==> config.mk <==
export PLATFORM = sky130hd
export DESIGN_NAME = hsp_drain_packer_flat
export DESIGN_NICKNAME = d
export VERILOG_FILES = /design/src/rtl/hsp_drain_packer_if.sv /design/src/rtl/hsp_drain_packer.sv /design/src/flat_wrapper.sv
export SDC_FILE = /design/constraint.sdc
export NUM_CORES = 1
export LEC_CHECK = 0
export ABC_AREA = 1
export CAP_MARGIN = 0
export CORE_UTILIZATION = 35
export CTS_CLUSTER_SIZE = 25
export DETAILED_ROUTE_END_ITERATION = 7
export PLACE_DENSITY_LB_ADDON = 0.25
export SYNTH_ARGS = -nofsm -noshare
export SYNTH_HDL_FRONTEND = slang
export SYNTH_SLANG_ARGS = --single-unit
==> constraint.sdc <==
create_clock -name clk -period 4 [get_ports clk]
set_clock_uncertainty 0.2 [all_clocks]
set_input_delay 0.4 -clock clk [delete_from_list [all_inputs] [get_ports clk]]
set_output_delay 0.4 -clock clk [all_outputs]
set_load 0.01 [all_outputs]
==> src/rtl/hsp_drain_packer_if.sv <==
// Output stream from the HSP drain packer towards the PCIe host-transfer logic.
// The master drives the word, its valid flag and the end-of-packet mark.
interface hsp_drain_packer_if #(
  parameter int DATA_W = 8
);
  logic                  out_valid;
  logic                  out_ready;
  logic [4*DATA_W-1:0]   out_data;
  logic                  out_eop;

  modport master (output out_valid, output out_data, output out_eop, input out_ready);
  modport slave  (input out_valid, input out_data, input out_eop, output out_ready);
endinterface

==> src/rtl/hsp_drain_packer.sv <==
// Drains HSP FIFO entries one at a time, filters them by score and length, and packs
// survivors into stream words; a batch-done pulse ends the batch with a count trailer.
module hsp_drain_packer #(
  parameter int DATA_W = 8,
  parameter int CNT_W  = 16
) (
  input  logic              clk,
  input  logic              rst,
  input  logic              fifo_empty,
  output logic              fifo_rd_en,
  input  logic [DATA_W-1:0] fifo_s,
  input  logic [DATA_W-1:0] fifo_q,
  input  logic [DATA_W-1:0] fifo_l,
  input  logic [DATA_W-1:0] fifo_score,
  input  logic [DATA_W-1:0] score_thresh,
  input  logic              batch_done,
  hsp_drain_packer_if.master stream,
  output logic [CNT_W-1:0]  kept_cnt,
  output logic [CNT_W-1:0]  drop_cnt
);

  localparam int HALF_W = 2 * DATA_W;

  typedef enum logic [2:0] {
    S_IDLE,
    S_POP,
    S_CAPTURE,
    S_HOLD,
    S_TRAILER
  } state_t;

  state_t              r_state;
  logic                r_fifo_rd_en;
  logic                r_out_valid;
  logic                r_out_eop;
  logic [4*DATA_W-1:0] r_out_data;
  logic [CNT_W-1:0]    r_kept_cnt;
  logic [CNT_W-1:0]    r_drop_cnt;
  logic                r_pending;

  logic                w_keep;
  logic                w_dispatch;

  assign w_keep = (fifo_l != '0) && (fifo_score >= score_thresh);

  // Any cycle that would land in IDLE makes the IDLE decision immediately instead,
  // which keeps kept entries at 3 cycles and dropped entries at 2 cycles apiece.
  always_comb begin
    // NOTE: give every always_comb output a default first so no path infers a latch.
    w_dispatch = 1'b0;
    case (r_state)
      S_IDLE:    w_dispatch = 1'b1;
      S_CAPTURE: w_dispatch = !w_keep;
      S_HOLD:    w_dispatch = stream.out_ready;
      default:   w_dispatch = 1'b0;
    endcase
  end

  // NOTE: state is written with <= only; where two statements below assign the same
  // register in one cycle, the later one (the dispatch decision) is the one that lands.
  always_ff @(posedge clk or negedge rst) begin
    if (!rst) begin
      r_state      <= S_IDLE;
      r_fifo_rd_en <= 1'b0;
      r_out_valid  <= 1'b0;
      r_out_eop    <= 1'b0;
      r_out_data   <= '0;
      r_kept_cnt   <= '0;
      r_drop_cnt   <= '0;
      r_pending    <= 1'b0;
    end else begin
      r_fifo_rd_en <= 1'b0;
      if (batch_done) r_pending <= 1'b1;

      case (r_state)
        S_POP: r_state <= S_CAPTURE;
        S_CAPTURE: begin
          if (w_keep) begin
            r_out_data  <= {fifo_s, fifo_q, fifo_l, fifo_score};
            r_out_valid <= 1'b1;
            r_state     <= S_HOLD;
            if (r_kept_cnt != '1) r_kept_cnt <= r_kept_cnt + CNT_W'(1);
          end else if (r_drop_cnt != '1) begin
            r_drop_cnt <= r_drop_cnt + CNT_W'(1);
          end
        end
        S_HOLD: if (stream.out_ready) r_out_valid <= 1'b0;
        S_TRAILER: begin
          if (stream.out_ready) begin
            r_out_valid <= 1'b0;
            r_out_eop   <= 1'b0;
            r_kept_cnt  <= '0;
            r_drop_cnt  <= '0;
            // A pulse coinciding with acceptance opens the next batch's trailer.
            r_pending   <= batch_done;
            r_state     <= S_IDLE;
          end
        end
        default: ;
      endcase

      if (w_dispatch) begin
        if (!fifo_empty) begin
          r_state      <= S_POP;
          r_fifo_rd_en <= 1'b1;
        end else if (r_pending) begin
          r_state     <= S_TRAILER;
          r_out_data  <= {{HALF_W{1'b1}}, HALF_W'(r_kept_cnt)};
          r_out_valid <= 1'b1;
          r_out_eop   <= 1'b1;
        end else begin
          r_state <= S_IDLE;
        end
      end
    end
  end

  assign fifo_rd_en       = r_fifo_rd_en;
  assign stream.out_valid = r_out_valid;
  assign stream.out_data  = r_out_data;
  assign stream.out_eop   = r_out_eop;
  assign kept_cnt         = r_kept_cnt;
  assign drop_cnt         = r_drop_cnt;

endmodule

==> src/flat_wrapper.sv <==
// flat-port wrapper written by rule: the top's interface ports become plain ports
module hsp_drain_packer_flat 
#(
  parameter int DATA_W = 8,
  parameter int CNT_W  = 16
)
  (clk, rst, fifo_empty, fifo_rd_en, fifo_s, fifo_q, fifo_l, fifo_score, score_thresh, batch_done, kept_cnt, drop_cnt, stream_out_valid, stream_out_data, stream_out_eop, stream_out_ready);
  hsp_drain_packer_if #(.DATA_W(DATA_W)) stream_i ();
  input  logic clk;
  input  logic rst;
  input  logic fifo_empty;
  output logic fifo_rd_en;
  input  logic [DATA_W-1:0] fifo_s;
  input  logic [DATA_W-1:0] fifo_q;
  input  logic [DATA_W-1:0] fifo_l;
  input  logic [DATA_W-1:0] fifo_score;
  input  logic [DATA_W-1:0] score_thresh;
  input  logic batch_done;
  output logic [CNT_W-1:0] kept_cnt;
  output logic [CNT_W-1:0] drop_cnt;
  output wire logic [$bits(stream_i.out_valid)-1:0] stream_out_valid;
  output wire logic [$bits(stream_i.out_data)-1:0] stream_out_data;
  output wire logic [$bits(stream_i.out_eop)-1:0] stream_out_eop;
  input wire logic [$bits(stream_i.out_ready)-1:0] stream_out_ready;
  assign stream_out_valid = stream_i.out_valid;
  assign stream_out_data = stream_i.out_data;
  assign stream_out_eop = stream_i.out_eop;
  assign stream_i.out_ready = stream_out_ready;
  hsp_drain_packer #(.DATA_W(DATA_W), .CNT_W(CNT_W)) u_core (.clk(clk), .rst(rst), .fifo_empty(fifo_empty), .fifo_rd_en(fifo_rd_en), .fifo_s(fifo_s), .fifo_q(fifo_q), .fifo_l(fifo_l), .fifo_score(fifo_score), .score_thresh(score_thresh), .batch_done(batch_done), .stream(stream_i), .kept_cnt(kept_cnt), .drop_cnt(drop_cnt));
endmodule
==> results.md, run 1 <==
* Status: finished, final reports clean
* # clock sinks at 71
* Slew headroom at 48.33%
* Area grow syn2layout at 38.31%
* CTS HTree Levels at 3
* ANT nets after route at 0
* Vias at 3864
* GRT Residual Overflow at 0
* Period utilization at 72.86%
* Die X at 109.8 µm
* Cell Area, Synth at 4066 µm²
* Multi-input gate area at 2072 µm²
* Vias in the first global route at 3773
* Register Area at 1777 µm²
* Post-synth ARST share at 100.0%
* Post-route cell area at 5624 µm²
* Drt pass-1 iters at 4
* Crit end category: flop
* Most common cell in the netlist: nand2_1
* Routed Wire Length at 11290 µm
* Tot GR Track Use at 20.34%
* DRT iter0 DRCs at 219
* Ys Warns at 0
* Seq/Total Area, Yosys at 43.69%
* Mapped Nets at 601
* Final hold vios at 0
* CTS Buf Count at 9
* HPWL after detailed placement at 8311 µm
* Top cells by count, synth: nand2_1, dfrtp_1, nand3_1
* Clock Tree Buf Depth at 2
* Distinct cells, synth at 34
* Placement Cell Area at 5269 µm²
* CTS resizes at 0
* Final Util at 50.77%
* IO Pins at 112
* DR WL/cell at 14.18 µm
* Max FO, Critical Path at 32
* Max cap viols at 0
* Peak VDD IR at 319.2 µV
* Die Ht at 109.8 µm
* Core area at 11080 µm²
* Synth area leaders: dfrtp_1, nand2_1, nand3_1
* Dominant synthesized flop cell: dfrtp_1
* Static Leak at 2.570 nW
* Crit path DAT at 2.98 ns
* FILL cells at 1067
* Share of the synthesized area in the top cell type at 43.69%
* Syn Area/Cell at 7.448 µm²
* Clock transition at path regs at 0.06 ns
* Worst-Margin Slew at 0.7751 ns
* Row cnt at 38
* Setup TNS at 0 ns
* First-pass GRT wire length at 18810 µm
* Final number of setup-violating endpoints at 0
* # nets final at 706
* Clock Latency Late Sink at 0.33 ns
* Root Driver: clkbuf_16
* Type of the most critical hold path: reg -> reg
* GP Congestion at 0.8968
* Antenna violations before repair at 0
* Unrepaired setup endpoints after global routing: no
* Die Area at 12050 µm²
* Largest net degree at the start of global routing at 39
* Critical path class: in -> reg
* Share of post-route cells with drive strength above 1 at 7.012%
* Highest clock rate at 343.1 MHz
* Starting Density at 36.71%
* DRC at 0
* Setup Buffers After CTS at 0
* Final Slew Violations at 0
* # hold bufs at CTS at 1
* Leading area contributor after synthesis: dfrtp_1
* Tmin final at 2.914 ns
* Cells after Synth at 546
* Yosys reg bits at 71
* Critical Path Source Type: input port
* Via density at 4.854
* Pwr/cell area at 649.0 nW/µm²
* Antenna Cells at 0
* CTS tree: done
* Port Buffers at 111
* Required @ worst endpoint at 4.07 ns
* Overall power at 0.003650 W
* EDFF count, synth at 0
==> report_power, final <==
part           switching [W]  leakage [nW]  internal [W]
Sequential          0.000262         0.893      0.000958
Clock               0.000322         0.166      0.000611
Combinational       0.000791          1.51      0.000705
==> layout make-up <==
cell class / instances / area share, %
Clock buffer: 9 / 4.004
Timing Repair Buffer: 117 / 20.51
Sequential cell: 71 / 31.59
Clock inverter: 7 / 2.136
Tap cell: 140 / 3.115
Multi-Input combinational cell: 425 / 36.84
Inverter: 27 / 1.802
==> path summary, 6_finish.rpt <==
kind	start	depth (start not counted)	slack (ns)	endpoint
worst min-delay path	u_core.stream.out_data[16]	2	0.30	u_core.stream.out_data[16]
max in group asynchronous	rst	3	2.12	u_core.stream.out_data[28]
worst max register to register	u_core.r_state[0]	7	1.40	u_core.stream.out_data[15]
worst min register to register	u_core.stream.out_data[16]	2	0.30	u_core.stream.out_data[16]
min in group asynchronous	rst	2	0.48	u_core.stream.out_data[29]
worst max-delay path	score_thresh[7]	13	1.09	u_core.stream.out_data[15]
==> through the flow <==
stage	hold slack, ns	setup WS (ns)	std cells
after global placement	0.2866	0.8088	779
after global routing	0.3248	0.8057	796
after detailed placement	0.2868	0.7260	779
after CTS	0.3032	1.074	796
final	0.2985	1.086	796
after floorplan	-0.09559	1.952	546
==> worst max-delay path: stages <==
cell and delay, ns:
clkdlybuf4s50_1 0.45, inv_1 0.04, ha_1 0.28, nand2_1 0.07, nor2_1 0.13, nand4_1 0.09
nand3_1 0.14, nand3_2 0.42, inv_2 0.62, nand2_1 0.12, nand2_1 0.08, nand2_1 0.05
nand2_1 0.07
==> placed cells by master (no fill, tap or decap), drive strengths merged <==
cell           count
a41oi              1
nor3               4
dlygate4sd3        1
clkinvlp           1
a31oi              2
o211ai             1
dfrtp             71
o21ai             19
a21oi              4
clkbuf             9
o21bai             1
inv               27
buf                6
bufinv             3
nand2            219
or2               11
xor2              23
nor4               2
a21o               1
xnor2              4
nor2              51
nand3             65
clkdlybuf4s50    110
ha                10
clkinv             3
nand4              5
nand3b             2
==> sequential cells by signal, summed over array words and instances, names as in the netlist <==
signal / cells
u_core.stream.out_valid: 1
u_core.stream.out_eop: 1
u_core.r_pending: 1
u_core.fifo_rd_en: 1
u_core.stream.out_data: 32
u_core.r_state: 3
u_core.drop_cnt: 16
u_core.kept_cnt: 16
==> metal layers <==
metal,share of wire [%],global-route usage [%],vias to the layer above
met2,49,33.97,97
met5,0,0,-
met3,5.4,3.853,10
met1,45,27.18,1807
li1,-,-,1950
met4,0.94,4.571,0
==> logic make-up (layout without fill, tap and decap cells) <==
logic type,Yosys count,count (layout),synth area share [%]
flops,71,71,43.69
fa+ha+maj,10,10,3.077
buf+inv,50,160,5.354
simple gates,359,359,37.69
compound gates,29,29,4.369
xor+xnor,27,27,5.815
No activity file was read; power rests on OpenSTA's default activity.
==> inputs of run 2 (changes only) <==
==> constraint.sdc (replaced) <==
create_clock -name clk -period 2.5 [get_ports clk]
set_clock_uncertainty 0.2 [all_clocks]
set_input_delay 0.25 -clock clk [delete_from_list [all_inputs] [get_ports clk]]
set_output_delay 0.25 -clock clk [all_outputs]
set_load 0.01 [all_outputs]
==> results.md, run 2 (synthesized netlist as in run 1, its figures left out) <==
* HPWL after detailed placement at 8204 µm (was 8311 µm)
* ANT nets after route at 0 (unchanged)
* Clock Latency Late Sink at 0.33 ns (about the same)
* Max cap viols at 0 (unchanged)
* Tot GR Track Use at 20.30% (was 20.34%)
* Root Driver: clkbuf_16 (unchanged)
* Die Area at 12050 µm² (unchanged)
* CTS HTree Levels at 3 (unchanged)
* CTS Buf Count at 9 (unchanged)
* Period utilization at 87.79%
* Worst r2r src: u_core.kept_cnt[0] (was u_core.r_state[0])
* Type of the most critical hold path: in -> async (was reg -> reg)
* Largest net degree at the start of global routing at 72 (was 39)
* Port Buffers at 111 (unchanged)
* IO Pins at 112 (unchanged)
* GRT Residual Overflow at 0 (unchanged)
* Status: finished, final reports clean (unchanged)
* Slew headroom at 71.16% (was 48.33%)
* Routed Wire Length at 11330 µm (was 11290 µm)
* Static Leak at 2.633 nW (was 2.570 nW)
* Internal cell power at 0.003662 W (was 0.002275 W)
* Critical path endpoint: u_core.r_state[2] (was u_core.stream.out_data[15])
* Core area at 11080 µm² (unchanged)
* Worst-Margin Slew at 0.4320 ns (was 0.7751 ns)
* # nets final at 716 (was 706)
* Net Sw Frac at 37.72% (was 37.68%)
* Required @ worst endpoint at 2.50 ns (was 4.07 ns)
* CTS tree: done (unchanged)
* Pwr/cell area at 1023 nW/µm² (was 649.0 nW/µm²)
* GP Congestion at 0.8688 (was 0.8968)
* DR WL/cell at 14.05 µm (was 14.18 µm)
* Clock Tree Buf Depth at 2 (unchanged)
* Max FO, Critical Path at 33 (was 32)
* Highest clock rate at 455.6 MHz
* Vias in the first global route at 3891 (was 3773)
* # clock sinks at 71 (unchanged)
* Unrepaired setup endpoints after global routing: no (unchanged)
* Setup WS post-layout at 0.3052 ns (was 1.086 ns)
* Crit end category: flop (unchanged)
* Area grow syn2layout at 41.35% (was 38.31%)
* Commonest non-fill, non-tap cells in the layout: nand2_1, clkdlybuf4s50_1, dfrtp_1 (unchanged)
* Sequential power share at 33.3% (was 33.4%)
* Drt pass-1 iters at 4 (unchanged)
* Setup TNS at 0 ns (unchanged)
* Antenna Cells at 0 (unchanged)
* Overall power at 0.005879 W (was 0.003650 W)
* Sw Pwr at 0.002218 W (was 0.001375 W)
* Register-to-Register Path Depth at 10 (was 7)
* Flop-to-flop setup slack at 0.33 ns (was 1.40 ns)
* Post-place setup slack at -0.01970 ns (was 0.7260 ns)
* Clock transition at path regs at 0.06 ns (about the same)
* Clock Power Share at 24.0% (was 25.6%)
* Starting Density at 36.71% (unchanged)
* Commonest non-fill, non-tap cell in the layout: nand2_1 (unchanged)
* Final Slew Violations at 0 (unchanged)
* DRC at 0 (unchanged)
* Die Ht at 109.8 µm (unchanged)
* Power share of the combinational group at 42.7% (was 41.0%)
* Reg2Reg Capture Point: u_core.kept_cnt[7] (was u_core.stream.out_data[15])
* Row cnt at 38 (unchanged)
* Tmin final at 2.195 ns
* Vias at 3890 (was 3864)
* CTS resizes at 0 (unchanged)
* First-pass GRT wire length at 18910 µm (was 18810 µm)
* Final number of setup-violating endpoints at 0 (unchanged)
* Crit path DAT at 2.19 ns (was 2.98 ns)
* Largest register FFs at 32 (unchanged)
* Peak VDD IR at 462.1 µV (was 319.2 µV)
* Final Util at 51.89% (was 50.77%)
* Share of post-route cells with drive strength above 1 at 8.408% (was 7.012%)
* Critical path class: in -> reg (unchanged)
* Critical Path Source Type: input port (unchanged)
* Final hold vios at 0 (unchanged)
* DRT iter0 DRCs at 221 (was 219)
* Hold slack at 0.2789 ns (was 0.2985 ns)
* Setup crit start: fifo_score[7] (was score_thresh[7])
* Antenna violations before repair at 0 (unchanged)
* Die X at 109.8 µm (unchanged)
* Via density at 4.826 (was 4.854)
[run 2: changes by cell type in the layout (fill, tap and decap cells not counted), sizes merged]
cell | before | now
clkinv | 3 | 2
clkbuf | 9 | 10
buf | 6 | 16
bufinv | 3 | 2
clkinvlp | 1 | 2
[run 2: how the worst min path moves through the flow]
stage / startpoint / slack [ns] / end
4_1_cts: fifo_q[1] / 0.28 / u_core.stream.out_data[17]
2_1_floorplan: rst / -0.25 / u_core.drop_cnt[0]
5_1_grt: fifo_q[1] / 0.29 / u_core.stream.out_data[17]
3_3_place_gp: rst / 0.11 / u_core.stream.out_data[25]
3_5_place_dp: rst / 0.11 / u_core.stream.out_data[22]
6_report: rst / 0.28 / u_core.stream.out_data[22]
[run 2: repair_timing]
| action | CTS | global route |
|---|---|---|
| hold buffers | 1 | 0 |
| endpoints found under the hold margin | 71 | 0 |
| endpoints found under the setup margin | 0 | 0 |
| buffers inserted | 0 | 0 |
[run 2: per-layer routing]
| layer | up-vias | GRT usage (%) | part of all wire, % |
|---|---|---|---|
| met2 | 94 | 34.87 | 50 |
| met4 | 0 | 4.571 | 0.57 |
| li1 | 1975 | - | - |
| met3 | 6 | 3.616 | 4.9 |
| met5 | - | 0 | 0 |
| met1 | 1815 | 26.50 | 45 |
[run 2: through the flow]
stage                     cell area, µm²  instances
after floorplan                     4066        546
after global placement              5406        789
after detailed placement            5406        789
after CTS                           5748        806
after global routing                5748        806
final                               5748        806
[run 2: power by group through the flow]
stage | Clock (W) | Combinational, W | Sequential [W]
after detailed placement | 0 | 0.00251 | 0.00197
after floorplan | 0 | 0.00120 | 0.00203
after CTS | 0.00144 | 0.00253 | 0.00195
after global placement | 0 | 0.00248 | 0.00196
after global routing | 0.00149 | 0.00280 | 0.00202
final | 0.00141 | 0.00251 | 0.00196
[run 2: layout make-up]
cell class                 count  area [µm²]
inverter                      27       101.3
clock inverter                 6       92.59
multi-input combinational    425        2072
fill                        1059        5330
sequential                    71        1777
clock buffer                  10       239.0
tap                          140       175.2
timing repair buffer         127        1291
[run 2: worst max-delay path: stages]
cell             delay, ns
clkdlybuf4s50_1       0.46
ha_1                  0.33
nand2_1               0.07
nor2_1                0.13
nand4_1               0.09
nand3_1               0.13
nand2_1               0.06
nand2_1               0.10
nand3_1               0.10
nand2_1               0.14
buf_12                0.21
o21ai_0               0.12
